**src/rtl/snake_body_collision_scanner.sv**
```systemverilog
// Snake body store with a sequential one-compare-per-clock collision scanner.
// Optional macro SNAKE_SCAN_SKIP_HEAD_EN excludes the newest segment from each scan.
module snake_body_collision_scanner #(
    parameter int WIDTH = 20,
    parameter int DEPTH = 32,
    parameter int IDXW  = 5
) (
    input  logic             clk,
    input  logic             rst,
    input  logic             push,
    input  logic [WIDTH-1:0] push_pos,
    input  logic             pop,
    input  logic             query_valid,
    input  logic [WIDTH-1:0] query_pos,
    output logic             query_ready,
    output logic             result_valid,
    output logic             hit,
    output logic [IDXW-1:0]  hit_index,
    output logic [IDXW:0]    count,
    output logic             full,
    output logic             empty
);

    typedef enum logic [1:0] {IDLE, SCAN, DONE} state_t;

    localparam logic [IDXW:0] FULL_COUNT = (IDXW+1)'(DEPTH);
    localparam logic [IDXW:0] ONE        = (IDXW+1)'(1);

    state_t state, state_next;

    logic [WIDTH-1:0] mem [DEPTH];
    logic [IDXW-1:0]  rd_ptr, wr_ptr, idx, rd_addr, found_idx;
    logic [IDXW:0]    n, snap_n;
    logic [WIDTH-1:0] qpos;
    logic             found, idle, do_push, do_pop, match, last;

    assign query_ready = idle;
    assign full        = (count == FULL_COUNT);
    assign empty       = (count == '0);

    always_comb begin
        idle       = (state == IDLE);
        do_pop     = pop && idle && !empty;
        // A full buffer still accepts a push when a pop frees a slot in the same cycle.
        do_push    = push && idle && (!full || do_pop);
        rd_addr    = rd_ptr + idx;
        match      = (mem[rd_addr] == qpos);
        last       = ({1'b0, idx} == (n - ONE));
`ifdef SNAKE_SCAN_SKIP_HEAD_EN
        snap_n     = (count == '0) ? '0 : (count - ONE);
`else
        snap_n     = count;
`endif
        state_next = state;
        case (state)
            IDLE: if (query_valid) state_next = (snap_n != '0) ? SCAN : DONE;
            SCAN: if (match || last) state_next = DONE;
            DONE: state_next = IDLE;
            default: state_next = IDLE;
        endcase
    end

    always_ff @(posedge clk) begin
        if (rst) state <= IDLE;
        else     state <= state_next;
    end

    always_ff @(posedge clk) begin
        if (do_push) mem[wr_ptr] <= push_pos;
    end

    always_ff @(posedge clk) begin
        if (rst) begin
            rd_ptr       <= '0;
            wr_ptr       <= '0;
            count        <= '0;
            result_valid <= 1'b0;
            hit          <= 1'b0;
            hit_index    <= '0;
            found        <= 1'b0;
            found_idx    <= '0;
            idx          <= '0;
            n            <= '0;
            qpos         <= '0;
        end else begin
            result_valid <= (state == DONE);
            if (do_push) wr_ptr <= wr_ptr + 1'b1;
            if (do_pop)  rd_ptr <= rd_ptr + 1'b1;
            case ({do_push, do_pop})
                2'b10:   count <= count + ONE;
                2'b01:   count <= count - ONE;
                default: count <= count;
            endcase
            // Scan result is published together with the result_valid pulse.
            case (state)
                IDLE: if (query_valid) begin
                    qpos      <= query_pos;
                    n         <= snap_n;
                    idx       <= '0;
                    found     <= 1'b0;
                    found_idx <= '0;
                end
                SCAN: begin
                    if (match) begin
                        found     <= 1'b1;
                        found_idx <= idx;
                    end else if (!last) begin
                        idx <= idx + 1'b1;
                    end
                end
                DONE: begin
                    hit       <= found;
                    hit_index <= found_idx;
                end
                default: ;
            endcase
        end
    end

endmodule

```
**config.mk**
```make
export PLATFORM = sky130hd
export DESIGN_NAME = snake_body_collision_scanner
export DESIGN_NICKNAME = d
export VERILOG_FILES = /design/src/rtl/snake_body_collision_scanner.sv
export SDC_FILE = /design/constraint.sdc
export NUM_CORES = 1
export LEC_CHECK = 0
export ABC_AREA = 1
export CAP_MARGIN = 10
export CORE_UTILIZATION = 50
export DETAILED_ROUTE_END_ITERATION = 6
export DONT_BUFFER_PORTS = 1
export SETUP_SLACK_MARGIN = 0.15
export SLEW_MARGIN = 25
export SYNTH_ARGS = -nofsm -noshare
export SYNTH_HDL_FRONTEND = slang
export SYNTH_SLANG_ARGS = --single-unit
```
**constraint.sdc**
```tcl
create_clock -name clk -period 6.9 [get_ports clk]
set_input_delay 2.07 -clock clk [delete_from_list [all_inputs] [get_ports clk]]
set_output_delay 2.07 -clock clk [all_outputs]
set_load 0.01 [all_outputs]
```
== Yosys cells after proc, flatten, opt, wreduce, memory -nomap -nowiden ==
Memories as Yosys holds them, arrays and structs flattened.
Index checks and enable logic that the tools add are counted.

* Flip-flop bits (word level): 62
* Bits in writable memories: 640
* Input bits: 45
* Output and inout port bits: 16
* Logic and storage cells: 65
* Memories: 1

{| class="wikitable"
|+ Memories
! name !! words !! width !! rd ports !! clocked after memory_dff !! write ports !! line !! text
|-
| mem || 32 || 20 || 1 || 0 || 1 || 31 || <nowiki>logic [WIDTH-1:0] mem [DEPTH];</nowiki>
|}

* Add/subtract/negate cells: 7
* Equal/unequal tests: 12
* Mux-type cells: 16
* Reduce and logical (&&, ||, !) cells: 17

{| class="wikitable"
|+ Operators by type and width
! operator !! count
|-
| $eq A20 B20 Y1 || 1
|-
| $mux W5 || 4
|-
| $pmux W5 S2 || 2
|-
| $add A5 B1 Y5 const B || 3
|-
| $pmux W6 S2 || 1
|-
| $sub A6 B1 Y6 const B || 2
|-
| $ne A2 B2 Y1 const B || 5
|-
| $add A6 B1 Y6 const B || 1
|-
| $eq A5 B6 Y1 || 1
|-
| $eq A6 B6 Y1 const B || 1
|-
| $logic_not A6 Y1 || 1
|-
| $mux W2 || 3
|-
| $reduce_bool A6 Y1 || 1
|-
| $add A5 B5 Y5 || 1
|-
| $eq A2 B1 Y1 const B || 2
|-
| $eq A2 B2 Y1 const B || 2
|-
| $logic_and A1 B1 Y1 || 4
|-
| $mux W1 || 4
|-
| $pmux W2 S2 || 1
|-
| $reduce_and A2 Y1 || 2
|-
| $reduce_and A4 Y1 || 1
|-
| $reduce_bool A2 Y1 || 2
|-
| $reduce_and A3 Y1 || 1
|-
| $logic_not A1 Y1 || 2
|-
| other kinds (3) || 4
|}

== Depth between registers and ports, before layout ==
* Word-level depth: 7
* Depth in mapped cells: 25
* Gate-level depth less buffers: 23

== Worst setup path after synthesis ==
No wires, ideal clock.

* Kind: in2reg
* Start: input pop
* End: memory mem[31][0], enable pin
* Library setup time: 0.425 ns
* Data arrival time: 4.018 ns
* Data required time: 6.475 ns
* Slack: 2.457 ns
* Stages on the path: 4
* Path buffers: 0
* Cells stage by stage: nand3_1 nand2_1 nand3_1 nor3_1

* Longest elaborated chain between the ends: 6

{| class="wikitable"
|+ Ends and longest elaborated chain
! element !! line !! text
|-
| from (decl) || 12 || <nowiki>input logic pop,</nowiki>
|-
| $logic_and A1 B1 Y1 (2 in series) || 43 || <nowiki>do_pop = pop && idle && !empty;</nowiki>
|-
| $logic_or A1 B1 Y1 || 45 || <nowiki>do_push = push && idle && (!full || do_pop);</nowiki>
|-
| $logic_and A1 B1 Y1 || 45 ||
|-
| $mux W1 || 69 || <nowiki>if (do_push) mem[wr_ptr] <= push_pos;</nowiki>
|-
| $mux W1 (not written as such) || 69 ||
|-
| to (decl) || 31 ||
|}

Every way passes these cells.

== Worst setup path after layout ==
* Start: register idx[0]
* End: register idx[2]

* Longest elaborated chain between the ends: 5
* Elaborated cells on any way between the ends: 11
* Classes of those cells: add/sub (2); eq/ne (4); mux (3); reduce/logical (1); memory (1)

{| class="wikitable"
|+ Ends and longest elaborated chain
! element !! line !! text
|-
| from (decl) || 32 || <nowiki>logic [IDXW-1:0] rd_ptr, wr_ptr, idx, rd_addr, found_idx;</nowiki>
|-
| from (signal assigned) || 108 || <nowiki>idx <= idx + 1'b1;</nowiki>
|-
| $add A5 B5 Y5 || 46 || <nowiki>rd_addr = rd_ptr + idx;</nowiki>
|-
| $mem_v2 Z32 W20 || -- ||
|-
| $eq A20 B20 Y1 || 47 || <nowiki>match = (mem[rd_addr] == qpos);</nowiki>
|-
| $ne A2 B2 Y1 (no source line) || -- ||
|-
| $reduce_and A4 Y1 (no source line) || -- ||
|}

Parallel ways exist; a longest one is shown, timed or not. The select of a mux whose other input is x is not followed.
A chain may end at the register's enable or synchronous reset.

==> results.toml <==
[setup_path]
worstPathMaxFanout = 80
cp-start-kind = "register"
end_kind = "register"
rr_startpoint = "idx[0]$_SDFFE_PP0P_"
worstSetupStartpoint = "idx[0]$_SDFFE_PP0P_"
critPathCapture = "idx[2]$_SDFFE_PP0P_"
cp.required_ps = 7400
worst-setup-path-type = "register to register"
rr_worst_depth = 19
crit_arrival_ps = 5440
rr_endpoint = "idx[2]$_SDFFE_PP0P_"
r2r_setup_slack_ps = 1960

[synthesis]
synth_area_per_cell_um2 = 10.9
synthMuxAreaShare_pct = 0
synth_cell_type_count = 33
synth-simple-area-share_pct = 22.9
synth_cells = 2685
synth-seq-area-share_pct = 70.0
synth_seq_cells = 702
synth_xor_area_share_pct = 0.450
synth_compound_area_share_pct = 2.15
syn_area_um2 = 29200
synth_fa_ha_area_share_pct = 0.779
synth_top_family_by_area = "simple AND/OR/NAND/NOR gates"
yosysWarnings = 0
syn-num-nets = 2747

[pwr]
p_leak_uw = 0.0119
max-vdd-ir-drop_uv = 450
power_density_nw_per_um2 = 505

[detailed_routing]
detail-route-antenna-nets = 0
avgViaCountPerCell = 5.68
drc = 0
drt_iter0_markers = 1754
num_vias = 19800
routed_wl_um = 79600
routedWlPerCell_um = 22.8
first_pass_iters = 6

[clocking]
cts.reportedPaths.clkPinSlew_ps = 60
numCtsBuffers = 73
h-tree-depth = 3
clockBufferDepth = 3
ctsResizeCount = 0
cts_tree = "done"
clk_latency_ps = 620
hold_buffers = 0
post_cts_buffers = 0
clock-sinks = 702
cts-root-buf = "clkbuf_16"

[placed_design]
placed_cells = 3347
io_buffers = 0
hpwl_um = 45600
gp_congestion = 0.855

[min_path]
hp-class = "register to register"

[timing]
tns_ps = 0
slew_viol_final = 0
min_period_ps = 4940
setup_violations = 0
relSlewSlack_pct = 30.4
fmax_mhz = 202
post-route-period-util_pct = 71.6
tightest_slew_ps = 1040
final_hold_viol_count = 0
fin_skew_ps = 18.8
rsz0062_at_grt = "no"

[die]
die_h_um = 244
rows = 88
dieWidth_um = 244
die_area_um2 = 59400
core_um2 = 57700
start_util_pct = 50.6
ios = 61

[global_route]
grt_pass1_wl_um = 119000
antenna_found_initial = 4
use_met2_pct = 40.4
grt_max_degree = 145
grtUsageTotal_pct = 27.1
grt_pass1_vias = 19000
use_met1_pct = 38.6
top_usage_layer = "met2"
grtUsageMet3_pct = 6.71
grt_overflow = 0

[finish]
n_fill_cell = 4897
drive_gt1_share_pct = 7.29
syn_to_final_growth_pct = 10.5
finalNetCount = 2719
stdcell_count = 3484

[flow_run]
maxCapViolCount = 0

[run_status]
status = "complete, no violations"
[layout make-up]
type / count / area [um2] / area share, %
inverters: 85 / 333 / 1.03
clock inverters: 39 / 379 / 1.17
well taps: 765 / 957 / 2.96
repair buffers: 45 / 363 / 1.12
flip-flops and latches: 702 / 20500 / 63.4
multi-input cells: 1750 / 7860 / 24.3
clock buffers: 96 / 1930 / 5.99
diodes: 2 / 5.00 / 0.0155
[Yosys cell counts (all sizes together)]
library cell | n | area share (%)
fa | 2 | 0.14
nand2 | 912 | 12
nand3b | 1 | 0.026
nand4 | 1 | 0.021
nor3b | 1 | 0.026
buf | 124 | 2.3
a21o | 1 | 0.026
clkbuf | 24 | 0.31
xnor2 | 7 | 0.21
o21ai | 66 | 1.1
xor2 | 8 | 0.24
nor3 | 7 | 0.12
edfxtp | 640 | 66
a21oi | 52 | 0.89
a31oi | 1 | 0.021
o2111a | 1 | 0.039
dfxtp | 62 | 4.2
nor2 | 142 | 1.8
or2 | 13 | 0.28
o211a | 1 | 0.034
ha | 15 | 0.64
nand3 | 519 | 8.9
inv | 85 | 1.1
[cell families after synthesis]
kind of cell	Yosys count
AO/OA/AOI/OAI	122
XOR/XNOR	15
adder cells (fa/ha/maj)	17
buffers and inverters	233
flip-flops	702
AND/OR/NAND/NOR	1596
[cells in the final DEF, fill, tap and decap left out, types with 6 or more instances in the layout]
cell       instances
nand2_1          908
edfxtp_1         640
nand3_1          519
nor2_1           112
inv_1             81
clkbuf_16         74
dfxtp_1           62
o21ai_0           60
a21oi_1           52
buf_4             43
clkbuf_1          22
nor2_2            20
ha_1              14
clkinv_1          13
clkinv_2          12
nor2_4            10
or2_2              9
xor2_1             8
xnor2_1            7
bufinv_16          6
[worst min path at each step]
| stage | from | slack, ps | cells after the start | endpoint |
|---|---|---|---|---|
| floorplan | rd_ptr[4]$_SDFFE_PP0P_ | 440 | 1 | rd_ptr[4]$_SDFFE_PP0P_ |
| global route | qpos[8]$_SDFFE_PP0P_ | 490 | 2 | qpos[8]$_SDFFE_PP0P_ |
| finish | found$_SDFFE_PP0P_ | 480 | 2 | found$_SDFFE_PP0P_ |
| detailed placement | qpos[15]$_SDFFE_PP0P_ | 460 | 2 | qpos[15]$_SDFFE_PP0P_ |
| global placement | rd_ptr[4]$_SDFFE_PP0P_ | 450 | 1 | rd_ptr[4]$_SDFFE_PP0P_ |
| CTS | found$_SDFFE_PP0P_ | 470 | 2 | found$_SDFFE_PP0P_ |
[critical path, stage by stage (launching register included)]
cell	delay, ps
dfxtp_1	490
ha_4	190
inv_1	50
fa_4	1180
inv_6	420
buf_4	360
nand3_1	110
nand3_1	110
nand2_1	120
nand2_1	130
nand3_1	250
nand3_1	110
nand2_1	100
nand2_1	60
nor2_1	110
nand3_1	200
o21ai_2	450
nand3_1	140
nand2_1	90
nor2_1	40
[flip-flops by register name, indices dropped and copies added, names as in the netlist]
register	flops
mem	640
state	2
found_idx	5
hit	1
wr_ptr	5
qpos	20
count	6
hit_index	5
found	1
n	6
idx	5
result_valid	1
rd_ptr	5
[routing by layer]
| metal | vias to the layer above | wire [um] |
|---|---|---|
| met5 | - | 26 |
| met4 | 4 | 2310 |
| met3 | 142 | 7930 |
| met2 | 792 | 35600 |
| met1 | 9680 | 33700 |
| li1 | 9180 | - |
[power breakdown]
part | leakage, uW | internal (uW) | total [uW] | switching (uW)
Clock | 0.00113 | 2220 | 3850 | 1630
Sequential | 0.00627 | 4840 | 4980 | 141
Combinational | 0.00449 | 2070 | 7480 | 5400
[through the flow]
step           cell area [um2]  util [%]  worst slack, ps  hold WS, ps  total power (uW)
3_5_place_dp             30000      51.9             1920          462             12500
2_1_floorplan            29200         -             2460          443             10400
4_1_cts                  32300      56.0             1980          474             16300
6_report                 32300      56.0             1960          475             16300
3_3_place_gp             29900      51.9             2080          453             12400
5_1_grt                  32300      56.0             1680          495             17400
No activity file was read; power rests on OpenSTA's default activity.
